## config.mk

```make
export PLATFORM = sky130hd
export DESIGN_NAME = permutation_sequencer
export DESIGN_NICKNAME = d
export VERILOG_FILES = /design/src/rtl/permutation_sequencer.sv
export SDC_FILE = /design/constraint.sdc
export NUM_CORES = 1
export LEC_CHECK = 0
export CORE_MARGIN = 2
export CORE_UTILIZATION = 35
export DETAILED_ROUTE_END_ITERATION = 6
export PLACE_DENSITY = 0.6
export SETUP_SLACK_MARGIN = 0.2
export SYNTH_ARGS = -nofsm -noshare
export SYNTH_HDL_FRONTEND = slang
export SYNTH_SLANG_ARGS = --single-unit
```

## constraint.sdc

```tcl
create_clock -name clk -period 3.2 [get_ports clk]
set_clock_uncertainty 0.05 [all_clocks]
set_input_delay 0.64 -clock clk [delete_from_list [all_inputs] [get_ports clk]]
set_output_delay 0.64 -clock clk [all_outputs]
set_load 0.1 [all_outputs]
```

## src/rtl/permutation_sequencer.sv

```systemverilog
// permutation_sequencer
//   Runs the 25-bit line permutation datapath over a full LINES-line state
//   for ROUNDS passes. Lines are loaded from the host stream into an
//   internal buffer. Each line is issued to the datapath, and its result is
//   written back in place. The final state is then drained to the
//   downstream port.
//
//   Optional feature: define PERM_ABORT_EN to add the `abort` input. It
//   drops any run in progress back to IDLE without raising done.
//
// Ports
//   clk, rst                 clock (rising edge), async active-low reset
//   start                    begin a run (sampled in IDLE only)
//   in_valid/in_line/in_ready   input line stream (ready only in LOAD)
//   dp_load/dp_line/dp_round    line issue to the datapath (1-cycle pulse)
//   dp_result                datapath result, valid 1 cycle after dp_load
//   out_valid/out_line/out_ready  output line stream (DRAIN)
//   busy                     high in every state except IDLE
//   done                     1-cycle pulse after the last line is accepted
//   abort                    (PERM_ABORT_EN only) cancel a run
module permutation_sequencer #(
  parameter int LINE_W = 25,
  parameter int LINES  = 64,
  parameter int ADDR_W = 6,
  parameter int ROUNDS = 24,
  parameter int RND_W  = 5
) (
  input  logic              clk,
  input  logic              rst,
  input  logic              start,
`ifdef PERM_ABORT_EN
  input  logic              abort,
`endif
  input  logic              in_valid,
  input  logic [LINE_W-1:0] in_line,
  output logic              in_ready,
  output logic              dp_load,
  output logic [LINE_W-1:0] dp_line,
  output logic [RND_W-1:0]  dp_round,
  input  logic [LINE_W-1:0] dp_result,
  output logic              out_valid,
  output logic [LINE_W-1:0] out_line,
  input  logic              out_ready,
  output logic              busy,
  output logic              done
);

  typedef enum logic [2:0] {
    S_IDLE, S_LOAD, S_ISSUE, S_CAPTURE, S_DRAIN, S_FIN
  } state_t;

  state_t state, state_nxt;

  logic [ADDR_W-1:0] line_cnt;
  logic [RND_W-1:0]  round;
  logic [LINE_W-1:0] line_buf [LINES];

  logic              buf_we;
  logic [LINE_W-1:0] buf_wdata;
  logic              last_line, last_round, abort_req;

  assign last_line  = (line_cnt == ADDR_W'(LINES - 1));
  assign last_round = (round == RND_W'(ROUNDS - 1));
  assign dp_round   = round;

`ifdef PERM_ABORT_EN
  // abort has no effect in IDLE, so start always wins when both are seen there
  assign abort_req = abort && (state != S_IDLE);
`else
  assign abort_req = 1'b0;
`endif

  always_ff @(posedge clk or negedge rst) begin
    if (!rst) state <= S_IDLE;
    else      state <= state_nxt;
  end

  // Outputs are decoded from state. Because of that, they fall to zero the
  // moment the async reset forces the state to IDLE.
  always_comb begin
    state_nxt = state;
    in_ready  = 1'b0;
    dp_load   = 1'b0;
    dp_line   = '0;
    out_valid = 1'b0;
    out_line  = '0;
    busy      = 1'b1;
    done      = 1'b0;
    buf_we    = 1'b0;
    buf_wdata = '0;
    case (state)
      S_IDLE: begin
        busy = 1'b0;
        if (start) state_nxt = S_LOAD;
      end
      S_LOAD: begin
        in_ready  = 1'b1;
        buf_wdata = in_line;
        if (in_valid) begin
          buf_we = 1'b1;
          if (last_line) state_nxt = S_ISSUE;
        end
      end
      S_ISSUE: begin
        dp_load   = 1'b1;
        dp_line   = line_buf[line_cnt];
        state_nxt = S_CAPTURE;
      end
      S_CAPTURE: begin
        buf_we    = 1'b1;
        buf_wdata = dp_result;
        if (last_line && last_round) state_nxt = S_DRAIN;
        else                         state_nxt = S_ISSUE;
      end
      S_DRAIN: begin
        // The buffer is read combinationally. This keeps the line aligned
        // with out_valid and lets lines go out back-to-back with no bubble.
        out_valid = 1'b1;
        out_line  = line_buf[line_cnt];
        if (out_ready && last_line) state_nxt = S_FIN;
      end
      S_FIN: begin
        done      = 1'b1;
        state_nxt = S_IDLE;
      end
      default: state_nxt = S_IDLE;
    endcase
    if (abort_req) state_nxt = S_IDLE;
  end

  // line_cnt is ADDR_W wide and LINES == 2**ADDR_W. The +1 therefore wraps
  // mod LINES on its own, and the counter lands back on 0 at every phase
  // boundary.
  always_ff @(posedge clk or negedge rst) begin
    if (!rst) begin
      line_cnt <= '0;
      round    <= '0;
    end else if (abort_req) begin
      line_cnt <= '0;
      round    <= '0;
    end else begin
      case (state)
        S_IDLE: if (start) begin
          line_cnt <= '0;
          round    <= '0;
        end
        S_LOAD:    if (in_valid) line_cnt <= line_cnt + 1'b1;
        S_CAPTURE: begin
          line_cnt <= line_cnt + 1'b1;
          if (last_line && !last_round) round <= round + 1'b1;
        end
        S_DRAIN:   if (out_ready) line_cnt <= line_cnt + 1'b1;
        S_FIN: begin
          line_cnt <= '0;
          round    <= '0;
        end
        default: ;
      endcase
    end
  end

  // Line storage is deliberately not reset; its contents are only
  // meaningful after a complete LOAD phase.
  always_ff @(posedge clk) begin
    if (buf_we) line_buf[line_cnt] <= buf_wdata;
  end

endmodule

```

Yosys cells after proc, flatten, opt, wreduce, memory -nomap -nowiden
Memory sizes are Yosys's and may differ from the RTL's.
Index checks and enable logic that the tools add are counted.
{"block": "classes", "n_addsub": 2, "eq_ne": 13, "reduce_logical": 10, "muxes": 25}
{"op": "$mux W25", "n": 2}
{"op": "$pmux W25 S2", "n": 1}
{"op": "$pmux W6 S5", "n": 1}
{"op": "$mux W6", "n": 3}
{"op": "$mux W3", "n": 5}
{"op": "$pmux W3 S5", "n": 1}
{"op": "$pmux W5 S3", "n": 1}
{"op": "$ne A2 B2 Y1 const B", "n": 6}
{"op": "$mux W5", "n": 2}
{"op": "$mux W1", "n": 8}
{"op": "$reduce_and A4 Y1", "n": 2}
{"op": "$add A6 B1 Y6 const B", "n": 1}
{"op": "$eq A3 B2 Y1 const B", "n": 2}
{"op": "$eq A3 B3 Y1 const B", "n": 2}
{"op": "$eq A6 B6 Y1 const B", "n": 1}
{"op": "$add A5 B1 Y5 const B", "n": 1}
{"op": "$eq A5 B5 Y1 const B", "n": 1}
{"op": "$reduce_bool A5 Y1", "n": 1}
{"op": "$eq A3 B1 Y1 const B", "n": 1}
{"op": "$logic_and A1 B1 Y1", "n": 3}
{"op": "$logic_not A3 Y1", "n": 1}
{"op": "$reduce_and A3 Y1", "n": 1}
{"op": "$reduce_bool A3 Y1", "n": 1}
{"op": "$pmux W1 S2", "n": 1}
{"op": "$logic_not A1 Y1", "n": 1}
{"block": "word_totals", "output_inout_bits": 60, "ff_bits": 14, "n_memories": 1, "ramBits": 1600}
{"memory": "line_buf", "depth": 64, "width": 25, "read_ports": 1, "rd_clocked_by_memory_dff": 0, "write_ports": 1, "line": "56", "rtl": "logic [LINE_W-1:0] line_buf [LINES];"}

Longest topological paths before layout
Gate-level depths: netlist (run 1).
{"block": "depth", "word_depth": 5, "depth_mapped": 12}

Worst setup path after synthesis (run 1)
No wires, ideal clock.
{"block": "synth_timing", "kind": "register -> output", "start": "register line_cnt[0]", "end": "output dp_line[2]", "arrival_ps": 3489, "path_stages_with_launch": 12, "setup_slack_ps": -979, "t_required_ps": 2510, "cell_sequence": "dfrtp_1 > buf_6 > nor2_1 > buf_2 > buf_2 > buf_2 > buf_1 > a22oi_1 > o22ai_1 > o21ai_0 > and3_1 > a21oi_1"}
{"block": "synth_between", "elab_chain_len": 2}
{"element": "start: declaration", "line": "54", "rtl": "logic [ADDR_W-1:0] line_cnt;"}
{"element": "start signal: assignment", "line": "147", "rtl": "S_LOAD: if (in_valid) line_cnt <= line_cnt + 1'b1;"}
{"element": "start signal: assignment", "line": "149", "rtl": "line_cnt <= line_cnt + 1'b1;"}
{"element": "start signal: assignment", "line": "152", "rtl": "S_DRAIN: if (out_ready) line_cnt <= line_cnt + 1'b1;"}
{"element": "$mem_v2 Z64 W25"}
{"element": "$mux W25", "line": "91", "rtl": "case (state)"}
{"element": "end: declaration", "line": "38", "rtl": "output logic [LINE_W-1:0] dp_line,"}
Every way passes these cells.

Worst setup path in the final report (run 1)
{"block": "layout_timing", "start": "register line_cnt[2]", "end": "output out_line[10]"}
{"block": "layout_between", "elab_chain_len": 2}
{"element": "$mem_v2 Z64 W25"}
{"element": "$mux W25", "line": "91"}
{"element": "end: declaration", "line": "42", "rtl": "output logic [LINE_W-1:0] out_line,"}
Every way passes these cells.

==> results of run 1 <==
==> final cells by class <==
cell class                 instances  share of cell area, %
antenna                            1               0.002960
sequential                      1614                  57.27
clock buffer                     194                  5.013
multi-input combinational       1745                  19.58
inverter                          13                 0.1169
timing repair buffer             931                  13.26
tap                             2370                  3.508
clock inverter                   101                  1.255
==> state kept, by name, summed over array words and instances, names as in the netlist <==
register,cells
dp_round,5
line_cnt,6
state,3
line_buf,1600
==> layer usage <==
metal	GRT usage, %	wire (um)	share of wire (%)
met1	31.02	83700	39
met2	35.62	100000	46
met3	4.644	22270	10
met4	10.46	11220	5.2
met5	0	0	0
==> worst reg2reg max path: cells and delay by family, from the launching register on <==
family / cells / cell delay (ps)
buf+inv: 6 / 1310
simple gates: 3 / 750
flops: 1 / 510
==> cells by family after synthesis <==
family                   share of synthesized area (%)
AO/OA/AOI/OAI                                    11.08
XOR/XNOR                                       0.02769
adder cells (fa/ha/maj)                        0.03954
buffers and inverters                            2.353
flip-flops                                       76.49
multiplexers                                     5.418
AND/OR/NAND/NOR                                  4.595
==> repair_timing <==
| action | in CTS | in global routing |
|---|---|---|
| buffers inserted | 91 | 45 |
| cloned | 6 | 5 |
| pin swaps | 107 | 101 |
| resized for setup | 405 | 196 |
| endpoints found under the setup margin | 53 | 55 |
==> power groups by stage <==
stage	logic, mW	clock network, mW	registers [mW]
after floorplan	0.00552	0	23.3
after global placement	0.0774	0	23.3
after detailed placement	0.0785	0	23.3
after CTS	0.0789	19.1	22.9
after global routing	0.0839	19.9	22.9
final	0.0789	18.9	22.9
==> per-stage QoR <==
| step | area [um^2] | worst slack [ps] | cells | setup TNS [ps] |
|---|---|---|---|---|
| 4_1_cts | 82920 | -1359 | 6918 | -60720 |
| 3_3_place_gp | 74610 | -1115 | 6526 | -35800 |
| 3_5_place_dp | 74610 | -1196 | 6526 | -36970 |
| 2_1_floorplan | 64180 | 30.45 | 3658 | 0 |
| 5_1_grt | 84530 | -1377 | 6968 | -62770 |
| 6_report | 84530 | -1360 | 6969 | -59970 |
==> worst min path at each step <==
stage / end / slack, ps / from / depth (start not counted)
2_1_floorplan: dp_round[0] / 290 / rst / 0
3_3_place_gp: dp_round[1] / 480 / dp_round[1] / 2
3_5_place_dp: dp_round[0] / 510 / dp_round[0] / 1
4_1_cts: state[1] / 220 / rst / 1
5_1_grt: state[1] / 270 / rst / 1
6_report: state[1] / 250 / rst / 1
==> cell usage after synthesis (11+ instances only) <==
cell type	count	area, um^2
edfxtp_1	1600	48050
o22a_1	19	166.4
mux2i_1	185	1852
buf_1	32	120.1
mux4_2	57	1284
o221ai_1	38	332.8
nand3b_1	42	315.3
a2111oi_0	11	96.34
o22ai_1	146	913.4
nand3_1	24	120.1
a21oi_1	66	330.3
and2_1	35	219.0
dfrtp_1	14	350.3
inv_1	12	45.04
nand2_1	167	626.9
buf_2	119	595.6
mux2_2	26	292.8
nor2b_1	12	75.07
clkbuf_1	92	345.3
or3b_2	16	140.1
nor2_1	106	397.9
a22oi_1	153	1149
o21ai_0	51	255.2
nor3b_1	19	142.6
a221oi_1	223	1953
buf_6	13	146.4
a22o_1	103	902.1
nor3_1	36	180.2
buf_4	31	232.7
o31ai_1	17	127.6
and3_1	22	137.6
nand2b_1	22	137.6
==> impl_metrics.ini, run 1 <==
[run_status]
status = finished with violations
violations = setup timing

[pwr]
p_sw_share_pct = 19.85
peakVddDrop_mv = 0.4716
power_frac_seq_pct = 54.7
total_power_mw = 41.87
combPwrFrac_pct = 0.2
intPower_mw = 33.56
p_sw_mw = 8.309
power_density_nw_per_um2 = 495.3
p_leak_nw = 29.00
clkPwrFrac_pct = 45.1

[critical_path]
critPathSlowestCell = dfrtp_4
rr_startpoint = line_cnt[0]
crit_path_end = out_line[10]
r2r_slack_ps = 220
worstReg2RegEnd = line_buf[24][15]
cp.depth = 11
required_ps = 2510
r2r_cells = 9
slowest_delay_ps = 590
critPathBufInv = 5
cp-start-kind = register
crit_path_start = line_cnt[2]
critical-path-top-delay-family = simple AND/OR/NAND/NOR gates
critical_path.endpoint_type = output port
critical_path_class = reg2out
path_cells = buf_4, or2_4, buf_12, o22ai_1, o31ai_1, buf_4, nand4_1, buf_6, or4_4, and2_4, buf_12
cp_max_fo = 15
worstPathArrival_ps = 3870

[route]
initialDrtViolationCount = 5503
drt-pass1-iter-count = 6
viasPerCell = 5.887
antenna_left = 0
wl_per_cell_um = 31.17
drcViolationCount = 0
num_vias = 41030
postRouteWirelength_um = 217200

[synthesis]
netlist_area_um2 = 63280
ys_async_sr_fraction_pct = 0.8674
ys_types = 69
synth_nets = 3715
syn_avg_cell_area_um2 = 17.30
seq_area_frac_synth_pct = 76.49
synth-seq-cells = 1614
synth_flop_cell = edfxtp_1
synth_edf_count = 1600
netlist_instances = 3658
yosys_warnings = 0

[clock_tree]
postCtsHoldBufs = 0
numCtsBuffers = 163
cts_max_level = 4
clockBufferDepth = 3
insertion_delay_ps = 830
cts_tree = done
clock-sinks = 1614
clkTransAtPathRegs_ps = 60
root_buffer = clkbuf_16

[placement]
port_buffers = 114
gp_congestion = 0.9301
dp_hpwl_um = 138100

[timing]
holdWs_ps = 254.3
max_freq_ghz = 0.2193
setup_viol = 50
timing.final.ws_setup_ps = -1360
slew_violations = 0
rsz0062_at_grt = yes
slew_headroom_pct = 40.19
hold_viol = 0
min_period_ps = 4560
fin_crit_sh_pct = 142.5
tightest_slew_ps = 897.1

[cells_and_area]
drive_gt1_share_pct = 36.82
num-fill-cells = 14980
multi_input_area_um2 = 16550
area_growth_syn_to_layout_pct = 33.60
fin_nets = 4525
final_cell_mix = 1600 x edfxtp_1, 492 x buf_4, 262 x buf_12
final_common_cell = edfxtp_1
final-seq-area_um2 = 48410
fin_util_pct = 46.92

[hold_path]
hold_class = in2async

[flow_run]
cap_viol_max_count = 0

[floorplanning]
dieArea_um2 = 184200
io_pins = 115
rows = 156
core-area_um2 = 180200
die_w_um = 429.2
die_y_um = 429.2
initial_core_util_pct = 35.12

[global_route]
grt_pass1_vias = 39290
grt_pass1_wl_um = 301600
grt_util_all_layers_pct = 22.92
grt_overflow_total = 0
antenna_found_initial = 2
grt_start_max_net_pins = 65
(Power assumes the default switching activity.)
==> run 2: changes to the inputs <==
Settings changed: HOLD_SLACK_MARGIN set to 0.08.
==> results of run 2 <==
The final DEF is identical to that of run 1; final timing and power are the same.
